--- src/rtl/link_peer.sv ---
// link_peer -- byte-wide peer for the DMG serial link.
//
// Exchanges one byte per transfer over a SCK/SI/SO link, MSB first. In slave
// mode the DMG supplies SCK and the peer follows its synchronized edges. In
// master mode the peer generates SCK itself at CLK_DIV clk cycles per
// half-period. Data goes out on each SCK falling edge and is sampled on each
// rising edge.
//
// Ports
//   clk               system clock, rising edge
//   nreset            synchronous active-low reset
//   master            mode select (1 = peer drives SCK), sampled only in IDLE
//   sck_in, sin       link clock and DMG SO, asynchronous to clk
//   sck_out, sck_oe   generated SCK and its drive enable
//   sout              data to DMG SI
//   tx_data/tx_valid/tx_ready   byte-to-send handshake
//   rx_data/rx_valid  received byte and its one-cycle strobe
//   busy              high whenever a transfer is pending or running
module link_peer #(
    parameter int CLK_DIV = 64
) (
    input  logic       clk,
    input  logic       nreset,
    input  logic       master,
    input  logic       sck_in,
    input  logic       sin,
    output logic       sck_out,
    output logic       sck_oe,
    output logic       sout,
    input  logic [7:0] tx_data,
    input  logic       tx_valid,
    output logic       tx_ready,
    output logic [7:0] rx_data,
    output logic       rx_valid,
    output logic       busy
);

    typedef enum logic [1:0] {IDLE, ARMED, SHIFT, DONE} state_t;

    state_t     state, state_nxt;
    logic       sck_meta, sck_sync, sck_prev;
    logic       sin_meta, sin_sync;
    logic [7:0] shreg;
    logic [2:0] bitcnt;
    logic       mode;
    logic       got8;        // all 8 bits sampled; master waits out the last high half
    logic [7:0] gen_cnt;

    logic eff_mode, slv_fall, slv_rise;
    logic gen_tick, gen_rise, gen_fall, gen_end;
    logic sh_fall, sh_rise, take;

    // Before a transfer latches the mode, the live master pin decides whether
    // slave edges count.
    assign eff_mode = (state == IDLE) ? master : mode;
    assign slv_fall = !eff_mode &&  sck_prev && !sck_sync;
    assign slv_rise = !eff_mode && !sck_prev &&  sck_sync;

    assign gen_tick = mode && (state == SHIFT) && (gen_cnt == 8'(CLK_DIV - 1));
    assign gen_rise = gen_tick && !sck_out;
    assign gen_fall = gen_tick &&  sck_out && !got8;
    assign gen_end  = gen_tick &&  sck_out &&  got8;

    assign sh_fall = (state == SHIFT) && (mode ? gen_fall : slv_fall);
    assign sh_rise = (state == SHIFT) && (mode ? gen_rise : slv_rise);

    // A slave falling edge in IDLE starts the transfer with whatever shreg
    // holds, so a byte offered in that same cycle must wait.
    assign tx_ready = (state == IDLE) && !slv_fall;
    assign take     = tx_valid && tx_ready;
    assign busy     = (state != IDLE);
    assign sck_oe   = busy ? mode : master;

    // NOTE: every variable written here gets a default first so no path
    // through the case leaves it unassigned, which would infer a latch.
    always_comb begin
        state_nxt = state;
        case (state)
            IDLE:  if (slv_fall)                state_nxt = SHIFT;
                   else if (take)               state_nxt = ARMED;
            ARMED: if (mode || slv_fall)        state_nxt = SHIFT;
            SHIFT: if (mode ? gen_end : (sh_rise && bitcnt == 3'd7))
                                                state_nxt = DONE;
            DONE:                               state_nxt = IDLE;
            default:                            state_nxt = IDLE;
        endcase
    end

    // NOTE: sequential state uses non-blocking assignments so every register
    // samples pre-edge values, independent of statement order.
    always_ff @(posedge clk) begin
        if (!nreset) begin
            state <= IDLE;
        end else begin
            state <= state_nxt;
        end
    end

    always_ff @(posedge clk) begin
        if (!nreset) begin
            sck_meta <= 1'b1;
            sck_sync <= 1'b1;
            sck_prev <= 1'b1;
            sin_meta <= 1'b1;
            sin_sync <= 1'b1;
            shreg    <= 8'hFF;
            bitcnt   <= 3'd0;
            mode     <= 1'b0;
            got8     <= 1'b0;
            gen_cnt  <= 8'd0;
            sout     <= 1'b1;
            sck_out  <= 1'b1;
            rx_data  <= 8'h00;
            rx_valid <= 1'b0;
        end else begin
            sck_meta <= sck_in;
            sck_sync <= sck_meta;
            sck_prev <= sck_sync;
            sin_meta <= sin;
            sin_sync <= sin_meta;
            rx_valid <= 1'b0;

            case (state)
                IDLE: begin
                    if (slv_fall) begin
                        mode   <= 1'b0;
                        bitcnt <= 3'd0;
                        got8   <= 1'b0;
                        sout   <= shreg[7];
                    end else if (take) begin
                        shreg <= tx_data;
                        mode  <= master;
                    end
                end
                ARMED: begin
                    // Entering SHIFT in master mode is itself the first
                    // falling edge of the generated clock.
                    if (mode || slv_fall) begin
                        bitcnt <= 3'd0;
                        got8   <= 1'b0;
                        sout   <= shreg[7];
                    end
                    if (mode) begin
                        sck_out <= 1'b0;
                        gen_cnt <= 8'd0;
                    end
                end
                SHIFT: begin
                    if (mode) begin
                        gen_cnt <= gen_tick ? 8'd0 : gen_cnt + 8'd1;
                        if (gen_rise || gen_fall) sck_out <= ~sck_out;
                    end
                    if (sh_fall) sout <= shreg[7];
                    if (sh_rise) begin
                        shreg  <= {shreg[6:0], sin_sync};
                        bitcnt <= bitcnt + 3'd1;
                        if (bitcnt == 3'd7) got8 <= 1'b1;
                    end
                end
                DONE: begin
                    rx_data  <= shreg;
                    rx_valid <= 1'b1;
                    shreg    <= 8'hFF;
                    sck_out  <= 1'b1;
                end
                default: ;
            endcase
        end
    end

endmodule

--- config.mk ---
export PLATFORM = sky130hd
export DESIGN_NAME = link_peer
export DESIGN_NICKNAME = d
export VERILOG_FILES = /design/src/rtl/link_peer.sv
export SDC_FILE = /design/constraint.sdc
export NUM_CORES = 1
export LEC_CHECK = 0
export BUFFER_PORTS_ARGS = -buffer_cell sky130_fd_sc_hd__buf_2
export CAP_MARGIN = 20
export CORE_UTILIZATION = 40
export CTS_BUF_LIST = sky130_fd_sc_hd__clkbuf_8
export CTS_CLUSTER_DIAMETER = 40
export CTS_CLUSTER_SIZE = 16
export DETAILED_ROUTE_END_ITERATION = 12
export SLEW_MARGIN = 25
export SYNTH_ARGS = -nofsm -noshare
export SYNTH_HDL_FRONTEND = slang
export SYNTH_SLANG_ARGS = --single-unit
--- constraint.sdc ---
create_clock -name clk -period 3.5 [get_ports clk]
set_input_delay 0.7 -clock clk [delete_from_list [all_inputs] [get_ports clk]]
set_output_delay 0.7 -clock clk [all_outputs]
set_load 0.005 [all_outputs]
==> flow_summary.ini, run 1 <==
[status]
status = complete, no violations

[detailed_routing]
routed_via_density = 5.18
vias = 1622
drtPass1Iterations = 4
drc = 0
drtIter0Drc = 78
ant_nets = 0
avgRoutedWirePerCell_um = 13.2
wirelength_mm = 4.12

[critical_path]
cp-start-kind = flip-flop
reg2reg_slack_ns = 1.37
timing.rr.start = gen_cnt[0]
worstSetupEndpointType = output pin
crit_fanout = 5
reg2reg_to = gen_cnt[4]
crit_arrival_ns = 1.58
reg2regPathDepth = 6
crit_type = reg -> out
required_ns = 2.80

[sta]
drv_slew = 0
rsz0062_at_grt = no
finalClockSkew_ns = 0.0126
fmax_mhz = 438
finalCriticalPeriod_ns = 2.28
setup_viol = 0
hold_viol_final = 0
post-route-period-util_pct = 65.3
tightestPinTransition_ns = 0.942
max_slew_margin_pct = 37.1
tns_ns = 0
setup_slack_ns = 1.22

[clocking]
cts_inserted_buffers = 5
post_cts_buffers = 0
root_buffer = clkbuf_8
cts_tree = done
hold_buffers = 0
ctsResizeCount = 0
clock-sinks = 39
clockBufferDepth = 2
clock_latency_ns = 0.30
clkSlewWorstSetupHoldPaths_ns = 0.09
h-tree-depth = 2

[hold_path]
hold_path_end = sck_sync
hold_path_class = reg -> reg
whs_path_depth = 1
min_from = sck_meta

[synth]
synthesis.nets = 245
ys_types = 47
synth-edff-count = 0
yosys_most_used_dff = dfxtp_1
seq_area_frac_synth_pct = 38.9
ys_seq_elements = 39
yosys.area.top_type_share_pct = 38.9
synth_area_leaders = dfxtp_1 39%, mux2i_1 11%, ha_1 5.6%
syn_area_um2 = 2010
async_flop_share_pct = 0
yosysWarnings = 0
synth_area_leader_cell = dfxtp_1
syn_avg_cell_area_um2 = 9.03
netlist_instances = 222

[floorplan]
io_pins = 28
core_um2 = 4790
rows = 25
start_util_pct = 41.9
die_y_um = 72.8
die_area_um2 = 5300
die_w_um = 72.8

[placed_design]
gp_congestion = 0.785
pre_cts_slack_ns = 1.28
place_hpwl_mm = 2.80
io_buffers = 27

[global_route]
grt_pass1_vias = 1495
grt-ovfl-total = 0
grt_max_degree = 30
grt_first_pass_wirelength_mm = 6.96
grt_antenna_before_repair = 0
grt_use_total_pct = 17.2

[finish]
area_delta_synth_final_pct = 14.1
area.sequential_um2 = 781
nets = 268
layout_commonest_cell = dfxtp_1
layout_common_cells = 39 x dfxtp_1, 27 x nor2_1, 27 x buf_2
multi_input_area_um2 = 1130
fillerInstances = 476
antenna_cells = 0
layout-drive-gt1-share_pct = 17.5

[power_and_ir_drop]
total_power_w = 0.00131
p_leak_nw = 0.956
max-vdd-ir-drop_uv = 380
powerDensity_nw_per_um2 = 572

[run]
max_cap_violations = 0
==> stage by stage <==
stage	util, %	area [µm²]	cells	hold slack, ns
4_1_cts	47.8	2290	313	0.412
2_1_floorplan	-	2010	222	0.386
3_5_place_dp	45.5	2180	305	0.391
3_3_place_gp	45.5	2180	305	0.392
5_1_grt	47.8	2290	313	0.429
6_report	47.8	2290	313	0.410
==> worst max-delay path, stage by stage, from the launching register on <==
cell and delay (ns):
dfxtp_1 0.42, inv_1 0.11, ha_1 0.27, mux2i_1 0.31
inv_1 0.06, buf_2 0.13
==> worst max-delay path by stage <==
stage             start        end  slack (ns)  depth (start not counted)
6_report       state[0]     sck_oe        1.22                          5
3_3_place_gp     master   shreg[5]        1.31                          5
3_5_place_dp     master   shreg[0]        1.28                          5
5_1_grt        state[0]     sck_oe        1.03                          5
2_1_floorplan    master  bitcnt[0]        1.51                          4
4_1_cts        state[0]     sck_oe        1.20                          5
==> report_power, final <==
group / total (W) / switching (W) / internal (W) / leakage, nW
logic: 0.000375 / 0.000205 / 0.000169 / 0.580
registers: 0.000553 / 0.0000505 / 0.000503 / 0.318
clock network: 0.000382 / 0.000169 / 0.000212 / 0.0581
total: 0.00131 / 0.000425 / 0.000885 / 0.956
==> per-layer routing <==
metal | vias up | share of wire, % | global-route usage (%)
li1 | 843 | - | -
met1 | 748 | 50 | 22.7
met2 | 26 | 46 | 26.6
met3 | 5 | 3.5 | 5.52
met4 | 0 | 1.0 | 5.23
met5 | - | 0 | 0
==> Yosys cell counts (4+ instances only) <==
| library cell | number |
|---|---|
| ha_1 | 9 |
| nand4_1 | 4 |
| a211oi_1 | 10 |
| clkbuf_1 | 5 |
| and2_1 | 10 |
| dfxtp_1 | 39 |
| inv_1 | 7 |
| nand2_1 | 16 |
| mux2i_1 | 22 |
| nand2b_1 | 7 |
| nor2_1 | 27 |
| nand3_1 | 4 |
| a21oi_1 | 6 |
| nor3_1 | 5 |
==> area by class of cell <==
class | count | area share, %
Multi-Input combinational cell | 162 | 49.4
Clock buffer | 5 | 3.01
Tap cell | 67 | 3.66
Clock inverter | 3 | 1.91
Timing Repair Buffer | 29 | 6.56
Sequential cell | 39 | 34.1
Inverter | 8 | 1.31
==> cells by family after synthesis <==
family                   share of synthesized area, %
flip-flops                                       38.9
AO/OA/AOI/OAI                                    16.7
AND/OR/NAND/NOR                                  23.1
buffers and inverters                            4.68
multiplexers                                     11.0
adder cells (fa/ha/maj)                          5.61
==> state kept, by name (all words and copies together), names as in the netlist, 2 cells and up <==
signal,flops
rx_data,8
bitcnt,3
shreg,8
state,2
gen_cnt,8
(Power assumes the default switching activity.)
==> run 2: changes to the inputs <==
ABC_AREA = 1   (was unset)
clock period = 1.9 ns   (was 3.5 ns; I/O delays follow)
==> run 2 against run 1 <==
Compared with the run above: count of clock-buffer cells in the layout up 1; setup slack lost 1.1 ns; sequential share of layout area down 0.32 points; die area shrank 2.8%; total power is 130% higher; critical endpoint is now tx_ready.
==> flow_summary.ini, run 2 <==
[clocking]
clkSlewWorstSetupHoldPaths_ns = 0.08
cts_tree = done
clockBufferDepth = 2
hold_buffers = 0
clock_latency_ns = 0.29
clock-sinks = 39
h-tree-depth = 2
root_buffer = clkbuf_8
cts_inserted_buffers = 5

[finish]
fillerInstances = 475
area.sequential_um2 = 786
layout-drive-gt1-share_pct = 23.2
nets = 333
antenna_cells = 0
layout_common_cells = 73 x nand2_1, 37 x dfxtp_1, 29 x nor2_1
area_delta_synth_final_pct = 19.3
multi_input_area_um2 = 1050
reg.largest.list = gen_cnt (8), rx_data (8), shreg (8)
layout_commonest_cell = nand2_1

[synth]
netlist_instances = 276
syn_avg_cell_area_um2 = 7.06
ys_types = 28
synth_area_leaders = dfxtp_1 40%, nand2_1 14%, nand3_1 7.2%
synth_area_leader_cell = dfxtp_1
ys_seq_elements = 39
synthesis.nets = 299
yosys.area.top_type_share_pct = 40.1
synth-edff-count = 0
yosys_most_used_dff = dfxtp_1
yosysMostFrequentCell = nand2_1
async_flop_share_pct = 0
synth_common_cells = 74 x nand2_1, 39 x dfxtp_1, 29 x nor2_1, 28 x nand3_1, 22 x inv_1
syn_area_um2 = 1950
seq_area_frac_synth_pct = 40.1
yosysWarnings = 0

[critical_path]
cpMaxStageDelayCell = dfxtp_4
timing.rr.start = state[1]
critical_path.most_common_cell = inv_2
slowest_delay_ns = 0.37
reg2reg_slack_ns = 0.25
crit_arrival_ns = 1.41
cp-start-kind = flip-flop
worstSetupEndpointType = output pin
worstPathCellList = inv_2 > ha_4 > inv_2 > nand2_2 > nand3_4 > nand2_2 > inv_2 > buf_2
crit_fanout = 5
required_ns = 1.52
crit_type = reg -> out
crit_start = state[1]

[global_route]
grt-ovfl-total = 0
grt_pass1_vias = 1590
grt_first_pass_wirelength_mm = 7.17
grt_max_degree = 28
grt_use_total_pct = 17.6
grt_antenna_before_repair = 0

[power_and_ir_drop]
intPower_w = 0.00190
comb_power_share_pct = 40.2
switching_power_w = 0.00113
max-vdd-ir-drop_uv = 453
p_seq_share_pct = 36.3
powerDensity_nw_per_um2 = 1300
netSwitchingFraction_pct = 37.3
p_leak_nw = 1.11
clkPwrFrac_pct = 23.5

[floorplan]
io_pins = 28
start_util_pct = 41.5
core_um2 = 4690
rows = 25
die_w_um = 71.8
die_area_um2 = 5150
die_y_um = 71.8

[hold_path]
hold_path_class = in -> reg
min_from = sin

[placed_design]
gp_congestion = 0.811
place_hpwl_mm = 2.94
io_buffers = 27

[sta]
finalCriticalPeriod_ns = 1.79
tightestPinTransition_ns = 0.380
setup_viol = 0
drv_slew = 0
hold_viol_final = 0
holdWs_ns = 0.275
post-route-period-util_pct = 94.4
fmax_mhz = 557
rsz0062_at_grt = no
finalClockSkew_ns = 0.00677
max_slew_margin_pct = 74.7
tns_ns = 0

[detailed_routing]
dr_wl_met2_mm = 1.74
wirelength_mm = 4.09
drt-met1-wl_mm = 2.17
drtPass1Iterations = 5
ant_nets = 0
maxUsedRoutingLayer = met4
routed-wl-met3_um = 132
vias = 1778
routed_via_density = 4.87
drtIter0Drc = 66
drc = 0
avgRoutedWirePerCell_um = 11.2

[run]
max_cap_violations = 0

[status]
status = complete, no violations
==> run 2: cells by family after synthesis <==
kind of cell,share of synthesized area [%]
AOI/OAI and AO/OA,10.5
buffers and inverters,7.19
adders and majority gates,5.78
xor gates and xnor gates,0.450
DFF,40.1
and+or+nand+nor,36.0
==> run 2: worst max-delay path: cells and delay by family (launching register included) <==
kind | cells | cell delay, ns
simple gates | 3 | 0.24
buf+inv | 4 | 0.34
flops | 1 | 0.37
fa+ha+maj | 1 | 0.17
==> run 2: area by class of cell <==
| cell class | instances | area share, % |
|---|---|---|
| flip-flops and latches | 39 | 33.8 |
| multi-input cells | 203 | 45.2 |
| clock inverters | 2 | 1.51 |
| inverters | 25 | 4.36 |
| clock buffers | 6 | 3.55 |
| repair buffers | 36 | 8.72 |
| well taps | 54 | 2.91 |
==> run 2: routing by layer <==
metal / global-route usage [%] / up-vias
met4: 5.23 / 0
met5: 0 / -
met2: 27.6 / 32
li1: - / 953
met3: 3.38 / 5
met1: 24.7 / 788
==> run 2: power by group through the flow <==
stage	clock, W	combinational, W	sequential (W)
2_1_floorplan	0	0.000856	0.00109
3_3_place_gp	0	0.00115	0.00112
3_5_place_dp	0	0.00116	0.00111
4_1_cts	0.000739	0.00120	0.00109
5_1_grt	0.000776	0.00141	0.00112
6_report	0.000711	0.00121	0.00110
==> run 2: repair_timing <==
item / CTS / global route
setup endpoints to repair: 2 / 1
setup buffers: 1 / 0
gates resized for setup: 6 / 5
endpoints found under the hold margin: 0 / 0
==> run 2: path summary, 6_finish.rpt <==
path / endpoint / depth (start not counted)
hold reg to reg: sin_sync / 1
hold / removal: sin_meta / 2
setup reg to reg: bitcnt[2] / 13
setup / recovery: tx_ready / 8
==> run 2: stage by stage <==
stage          setup WS [ns]  area, µm²  util (%)  instances  power, W
3_5_place_dp           0.107       2170      46.3        356   0.00227
5_1_grt               0.0194       2320      49.5        365   0.00331
3_3_place_gp           0.185       2170      46.3        356   0.00227
4_1_cts               0.0443       2300      49.1        365   0.00303
6_report               0.106       2320      49.5        365   0.00302
2_1_floorplan          0.261       1950         -        276   0.00194
